### src/rtl/view_challenge_packer.sv
// view_challenge_packer
//   Stores TAU challenge bytes in a small single-port memory and streams them
//   out as 32-bit big-endian words (first byte in [31:24]), zero-padding the
//   final word. Output uses a valid/ready handshake; o_done pulses for one
//   cycle after the last word is accepted.
//
//   Optional feature: define PACKER_LENGTH_HDR_EN to emit a header word
//   (TAU*8, the payload length in bits) before the data words.
//
// Ports
//   i_clk, i_rst_n        clock, synchronous active-low reset
//   i_start               start packing (sampled in IDLE only)
//   o_done                one-cycle completion pulse (first IDLE cycle)
//   i_byte, i_byte_addr,  byte write port (honoured in IDLE only)
//   i_byte_wr_en
//   o_data, o_valid,      packed word stream
//   i_ready
//   o_out_length          padded output length in bits (constant)
module view_challenge_packer #(
    parameter int TAU   = 17,
    parameter int WORDS = (TAU + 3) / 4
) (
    input  logic                    i_clk,
    input  logic                    i_rst_n,
    input  logic                    i_start,
    output logic                    o_done,
    input  logic [7:0]              i_byte,
    input  logic [$clog2(TAU)-1:0]  i_byte_addr,
    input  logic                    i_byte_wr_en,
    output logic [31:0]             o_data,
    output logic                    o_valid,
    input  logic                    i_ready,
    output logic [31:0]             o_out_length
);
    localparam int AW = $clog2(TAU);
    localparam int IW = $clog2(TAU + 1);
    localparam int CW = $clog2(WORDS + 1);
    localparam logic [IW-1:0] TAU_I   = IW'(TAU);
    localparam logic [CW-1:0] WORDS_C = CW'(WORDS);

    typedef enum logic [2:0] {
        IDLE  = 3'd0,
        FETCH = 3'd1,
        ACC   = 3'd2,
        PAD   = 3'd3,
        VALID = 3'd4,
        DONE  = 3'd5,
        HDR   = 3'd6
    } state_t;

    state_t          state, state_n;
    logic [IW-1:0]   idx;
    logic [CW-1:0]   wcnt;
    logic [2:0]      lanes;
    logic [7:0]      mem_q;
    logic [7:0]      mem [TAU];

    logic [2:0]      lanes_inc;
    logic [IW-1:0]   idx_inc;

    assign lanes_inc    = lanes + 3'd1;
    assign idx_inc      = idx + IW'(1);
    assign o_out_length = 32'(TAU * 8 + (32 - (TAU * 8) % 32) % 32);

    // State register
    always_ff @(posedge i_clk) begin
        if (!i_rst_n) state <= IDLE;
        else          state <= state_n;
    end

    // Next-state logic
    always_comb begin
        state_n = state;
        case (state)
            IDLE: if (i_start) begin
`ifdef PACKER_LENGTH_HDR_EN
                state_n = HDR;
`else
                state_n = FETCH;
`endif
            end
            HDR:   if (i_ready) state_n = FETCH;
            FETCH: state_n = ACC;
            ACC: begin
                if (lanes_inc == 3'd4)    state_n = VALID;
                else if (idx_inc == TAU_I) state_n = PAD;
                else                       state_n = FETCH;
            end
            PAD:   if (lanes_inc == 3'd4) state_n = VALID;
            VALID: if (i_ready) state_n = (wcnt == WORDS_C) ? DONE : FETCH;
            DONE:  state_n = IDLE;
            default: state_n = IDLE;
        endcase
    end

    // Output logic
    always_comb begin
        o_valid = (state == VALID);
`ifdef PACKER_LENGTH_HDR_EN
        if (state == HDR) o_valid = 1'b1;
`endif
    end

    // Byte memory: no reset so contents survive an aborted run. Writes only
    // happen in IDLE and reads only in FETCH, so one port suffices.
    always_ff @(posedge i_clk) begin
        if (i_rst_n && state == IDLE && i_byte_wr_en && IW'(i_byte_addr) < TAU_I)
            mem[i_byte_addr] <= i_byte;
        if (state == FETCH)
            mem_q <= mem[idx[AW-1:0]];
    end

    // Datapath: word shift register, byte index, lane and word counters
    always_ff @(posedge i_clk) begin
        if (!i_rst_n) begin
            o_data <= 32'h0;
            o_done <= 1'b0;
            idx    <= '0;
            wcnt   <= '0;
            lanes  <= '0;
        end else begin
            o_done <= (state == DONE);
            case (state)
                IDLE: if (i_start) begin
                    idx   <= '0;
                    wcnt  <= '0;
                    lanes <= '0;
`ifdef PACKER_LENGTH_HDR_EN
                    o_data <= 32'(TAU * 8);
`endif
                end
                ACC: begin
                    o_data <= {o_data[23:0], mem_q};
                    idx    <= idx_inc;
                    lanes  <= lanes_inc;
                    if (lanes_inc == 3'd4) wcnt <= wcnt + CW'(1);
                end
                PAD: begin
                    o_data <= {o_data[23:0], 8'h00};
                    lanes  <= lanes_inc;
                    if (lanes_inc == 3'd4) wcnt <= wcnt + CW'(1);
                end
                VALID: if (i_ready) lanes <= '0;
                default: ;
            endcase
        end
    end
endmodule
### config.mk
export PLATFORM = sky130hd
export DESIGN_NAME = view_challenge_packer
export DESIGN_NICKNAME = d
export VERILOG_FILES = /design/src/rtl/view_challenge_packer.sv
export SDC_FILE = /design/constraint.sdc
export NUM_CORES = 1
export LEC_CHECK = 0
export CAP_MARGIN = 20
export CELL_PAD_IN_SITES_DETAIL_PLACEMENT = 2
export CELL_PAD_IN_SITES_GLOBAL_PLACEMENT = 2
export CORE_UTILIZATION = 42
export DETAILED_ROUTE_END_ITERATION = 12
export PLACE_DENSITY = 0.87
export SLEW_MARGIN = 20
export SYNTH_ARGS = -nofsm -noshare
export SYNTH_HDL_FRONTEND = slang
export SYNTH_SLANG_ARGS = --single-unit
### constraint.sdc
create_clock -name i_clk -period 5.7 [get_ports i_clk]
set_input_delay 0.855 -clock i_clk [delete_from_list [all_inputs] [get_ports i_clk]]
set_output_delay 0.855 -clock i_clk [all_outputs]
set_load 0.02 [all_outputs]
# ---- Word-level counts from Yosys, hierarchy flattened
# Memory sizes are Yosys's and may differ from the RTL's. A register that Yosys moved wholly into a read port is not among the register bits.
# Cells that the tools add are included.
dict set report classes {
  magnitude_cmp 1
  mux 18
  n_reduce_logical 13
  n_addsub 3
  eq_ne 14
}
# op n
set ops {}
lappend ops {{one-hot mux 32 bit (2 select lines)} 1}
lappend ops {{2-to-1 mux 3 bit} 9}
lappend ops {{one-hot mux 3 bit (6 select lines)} 1}
lappend ops {{== test 3 bit (second input constant)} 5}
lappend ops {{one-hot mux 5 bit (2 select lines)} 1}
lappend ops {{one-hot mux 3 bit (3 select lines)} 1}
lappend ops {{adder 3 x 1 -> 3 bit (second input constant)} 2}
lappend ops {{== test 3 x 2 -> 1 bit (second input constant)} 2}
lappend ops {{inequality test 2 bit (second input constant)} 3}
lappend ops {{one-hot mux 3 bit (2 select lines)} 1}
lappend ops {{AND reduction 3 bit} 2}
lappend ops {{nonzero test 2 bit} 3}
lappend ops {{adder 5 x 1 -> 5 bit (second input constant)} 1}
lappend ops {{== test 5 bit (second input constant)} 1}
lappend ops {{< comparator 5 bit (second input constant)} 1}
lappend ops {{2-to-1 mux 5 bit} 1}
lappend ops {{inequality test 2 x 1 -> 1 bit (second input constant)} 2}
lappend ops {{AND reduction 4 bit} 1}
lappend ops {{== test 3 x 1 -> 1 bit (second input constant)} 1}
lappend ops {{logical AND 1 bit} 3}
lappend ops {{logical NOT 3 bit} 1}
lappend ops {{nonzero test 3 bit} 1}
lappend ops {{2-to-1 mux 1 bit} 2}
lappend ops {{2-to-1 mux 2 bit} 1}
lappend ops {{other kinds (2)} 2}
dict set report totals {
  inputBits 18
  out_inout_bits 66
  elab_cells 56
  mem_bits_rw 136
  mem_count 1
  reg_bits 47
}
# memory depth word_bits rd rd_clocked_by_memory_dff wr line_no
set memory_table {}
lappend memory_table {mem 17 8 1 1 1 56} ;# logic [7:0] mem [TAU];

# ---- Depth between registers and ports, before layout
dict set report depth {
  depth_word 6
  depth_mapped 8
  mapped_depth_nobuf 6
}

# ---- Worst setup path before layout
# No wires, ideal clock.
dict set report synth_path {
  path_kind {input port to flip-flop}
  start {in i_byte_wr_en}
  end {mem mem[16][0] (enable)}
  setup_ns 0.383
  path_buffers 0
  path_slack_ns 3.225
  path_stages 5
  t_required_ns 5.317
  arrival_ns 2.091
  path_cell_list {nand2_1 nor4_1 nor2b_1 nand2_1 nor3_1}
}
dict set report synth_between {
  elab_chain_cells 4
}
# element line_no
set synth_lines {}
lappend synth_lines {{start, declared} 29} ;# input logic i_byte_wr_en,
lappend synth_lines {{logical AND 1 bit (2 in a row)} 107} ;# if (i_rst_n && state == IDLE && i_byte_wr_en && IW'(i_byte_addr) < TAU_I)
lappend synth_lines {{2-to-1 mux 1 bit} 107}
lappend synth_lines {{2-to-1 mux 1 bit (not written as such)} 108} ;# mem[i_byte_addr] <= i_byte;
lappend synth_lines {{end, declared} 56}
# Every way passes these cells.

# ---- Worst setup path in the final report
dict set report layout_path {
  start {in i_rst_n}
  end {mem mem[4][4] (enable)}
}
dict set report layout_between {
  elab_chain_cells 5
}
# element line_no
set layout_lines {}
lappend layout_lines {{start, declared} 24} ;# input logic i_rst_n,
lappend layout_lines {{logical AND 1 bit (3 in a row)} 107}
lappend layout_lines {{2-to-1 mux 1 bit} 107}
lappend layout_lines {{2-to-1 mux 1 bit (not written as such)} 108}
# Every way passes these cells.

==> impl_metrics.toml <==
[detailed_routing]
drc = 0
viasPerCell = 5.45
drt_pre_antenna_iters = 5
drtIter0Drc = 249
wl_per_cell_um = 23.4
postRouteAntennaNets = 0
wl_um = 20400
vias = 4748

[critical_path]
critPathKind = "primary input to flip-flop"
arrival_ns = 3.58
cp_max_fo = 49
end_kind = "flip-flop"
required_ns = 5.76
worstSetupStartpointType = "primary input"

[clock_tree]
cts_root_buf = "clkbuf_16"
cts_buffer_depth = 2
cts_tree = "built"
htree_levels = 4
post_cts_buffers = 0
cts_sinks = 191
post_cts_resized = 0
hold_buffers = 0
clock_latency_ns = 0.44
clk_pin_slew_worst_paths_ns = 0.07
cts_made_buffers = 17

[sta]
worst_slew_pin_slew_ns = 0.894
finalSetupViolations = 0
maxSlewViolCount = 0
tns_ns = 0
min_period_ns = 3.52
fin_skew_ns = 0.0106
hold_viol_final = 0
rsz0062_at_grt = "false"
slew-limit-headroom_pct = 39.9
fin_crit_sh_pct = 61.8
max_freq_mhz = 284

[global_route]
antenna_found_initial = 0
grt_pass1_wl_um = 31300
grt_usage_pct = 22.1
grt-ovfl-total = 0
grt_start_max_net_pins = 50
grt_pass1_vias = 5191

[die]
core_area_um2 = 18200
die_x_um = 139
die_y_um = 139
start_util_pct = 43.5
num_rows = 49
dieArea_um2 = 19400
ios = 84

[power]
ir_drop_v = 0.000279
finalPower_uw = 2790
p_leak_uw = 0.00291
power_density_nw_per_um2 = 309

[cells_and_area]
drive_gt1_share_pct = 8.41
post-route-util_pct = 49.6
regArea_um2 = 5270
synthToLayoutAreaGrowth_pct = 14.1
multiInputGateArea_um2 = 2310
layout_common_cells = "144 x edfxtp_1, 59 x nand2_1, 51 x clkdlybuf4s50_1"
fill_cells = 1725
antenna_cells = 0
nets = 653
final_common_cell = "edfxtp_1"
design_area_um2 = 9030

[synth]
syn-cell-area_um2 = 7910
synth-seq-cells = 191
async_flop_share_pct = 0
synth-edff-count = 144
synth_flop_cell = "edfxtp_1"
yosys_warnings = 0
synth.distinct_cells = 43
yosysSeqAreaShare_pct = 66.5
synth_cells = 589
avgSynthCellArea_um2 = 13.4

[status]
status = "finished clean"

[hold_path]
hold_class = "flip-flop to flip-flop"

[place]
io_buffers = 51
place_area_um2 = 8460
post-dp-hpwl_um = 13300
place_congestion = 0.814

[job]
cap_violations = 0
[logic make-up (layout without fill, tap and decap cells)]
logic type | Yosys count | count (layout) | synth area share, %
AO/OA/AOI/OAI | 86 | 86 | 7.37
XOR/XNOR | 6 | 6 | 0.664
adder cells (fa/ha/maj) | 6 | 6 | 0.949
buffers and inverters | 80 | 103 | 5.85
flip-flops | 191 | 191 | 66.5
multiplexers | 35 | 35 | 7.11
other | 2 | 32 | 0.0949
AND/OR/NAND/NOR | 183 | 183 | 11.4
[synth_stat cells (all sizes together), types with 2 or more instances]
library cell	instances	share of area (%)
a31oi	4	0.32
o22ai	7	0.55
mux2i	18	2.3
edfxtp	144	55
nor2	31	1.5
a2111oi	7	0.77
inv	14	0.66
xor2	5	0.55
nand2	59	2.8
nand3b	3	0.28
and3	8	0.63
mux4	16	4.7
nor2b	38	3.0
a21boi	26	2.5
nor3	10	0.63
o21ai	5	0.32
a21oi	21	1.3
clkbuf	14	0.66
buf	52	4.5
nor4	17	1.3
a22oi	4	0.38
dfxtp	47	12
a211oi	7	0.66
nand2b	3	0.24
ha	6	0.95
nor3b	3	0.28
conb	2	0.095
nand3	8	0.51
[power breakdown]
group,leakage (µW),internal (µW),switching (µW)
clock network,0.000265,577,571
registers,0.00168,1500,6.73
logic,0.000974,39.4,91.8
total,0.00291,2120,670
[sequential cells by signal, indices dropped and copies added (netlist names)]
signal  count
mem       136
o_data     32
mem_q       8
idx         5
lanes       3
state       3
wcnt        3
o_done      1
[final timing paths]
kind / from / to / slack [ns] / depth (start not counted)
hold reg to reg: o_data[26]$_SDFFE_PN0N_ / o_data[26]$_SDFFE_PN0N_ / 0.48 / 2
hold / removal: o_data[26]$_SDFFE_PN0N_ / o_data[26]$_SDFFE_PN0N_ / 0.48 / 2
setup / recovery: i_rst_n / mem[4][4]$_DFFE_PP_ / 2.18 / 7
setup reg to reg: state[1]$_SDFFE_PN0P_ / mem[4][4]$_DFFE_PP_ / 2.96 / 4
[critical path, cell delays in order]
cell	delay, ns
clkdlybuf4s50_1	0.46
buf_4	0.37
nand2_1	0.09
nor4_1	0.69
nor2b_1	0.27
nand2_1	0.16
nor2_1	0.67
[per-stage QoR]
step                      instances  setup slack (ns)  hold slack (ns)
after global placement          839              1.71            0.448
after detailed placement        839              1.45            0.469
after CTS                       871              1.90            0.479
final                           871              2.18            0.475
after global routing            871              1.89            0.507
after floorplan                 619              3.23            0.451
[routing by layer]
layer / global-route usage, % / vias up / part of all wire [%]
met4: 7.54 / 0 / 1.6
met1: 26.3 / 2409 / 42
li1: - / 2180 / -
met3: 4.68 / 31 / 4.1
met5: 0 / - / 0
met2: 39.6 / 128 / 52
[layout make-up]
| type | count | area share (%) |
|---|---|---|
| clock buffers | 18 | 4.75 |
| repair buffers | 57 | 6.15 |
| well taps | 229 | 3.17 |
| inverters | 14 | 0.582 |
| clock inverters | 14 | 1.43 |
| flip-flops and latches | 191 | 58.3 |
| multi-input cells | 348 | 25.6 |
Power figures use the tool's default switching activity.
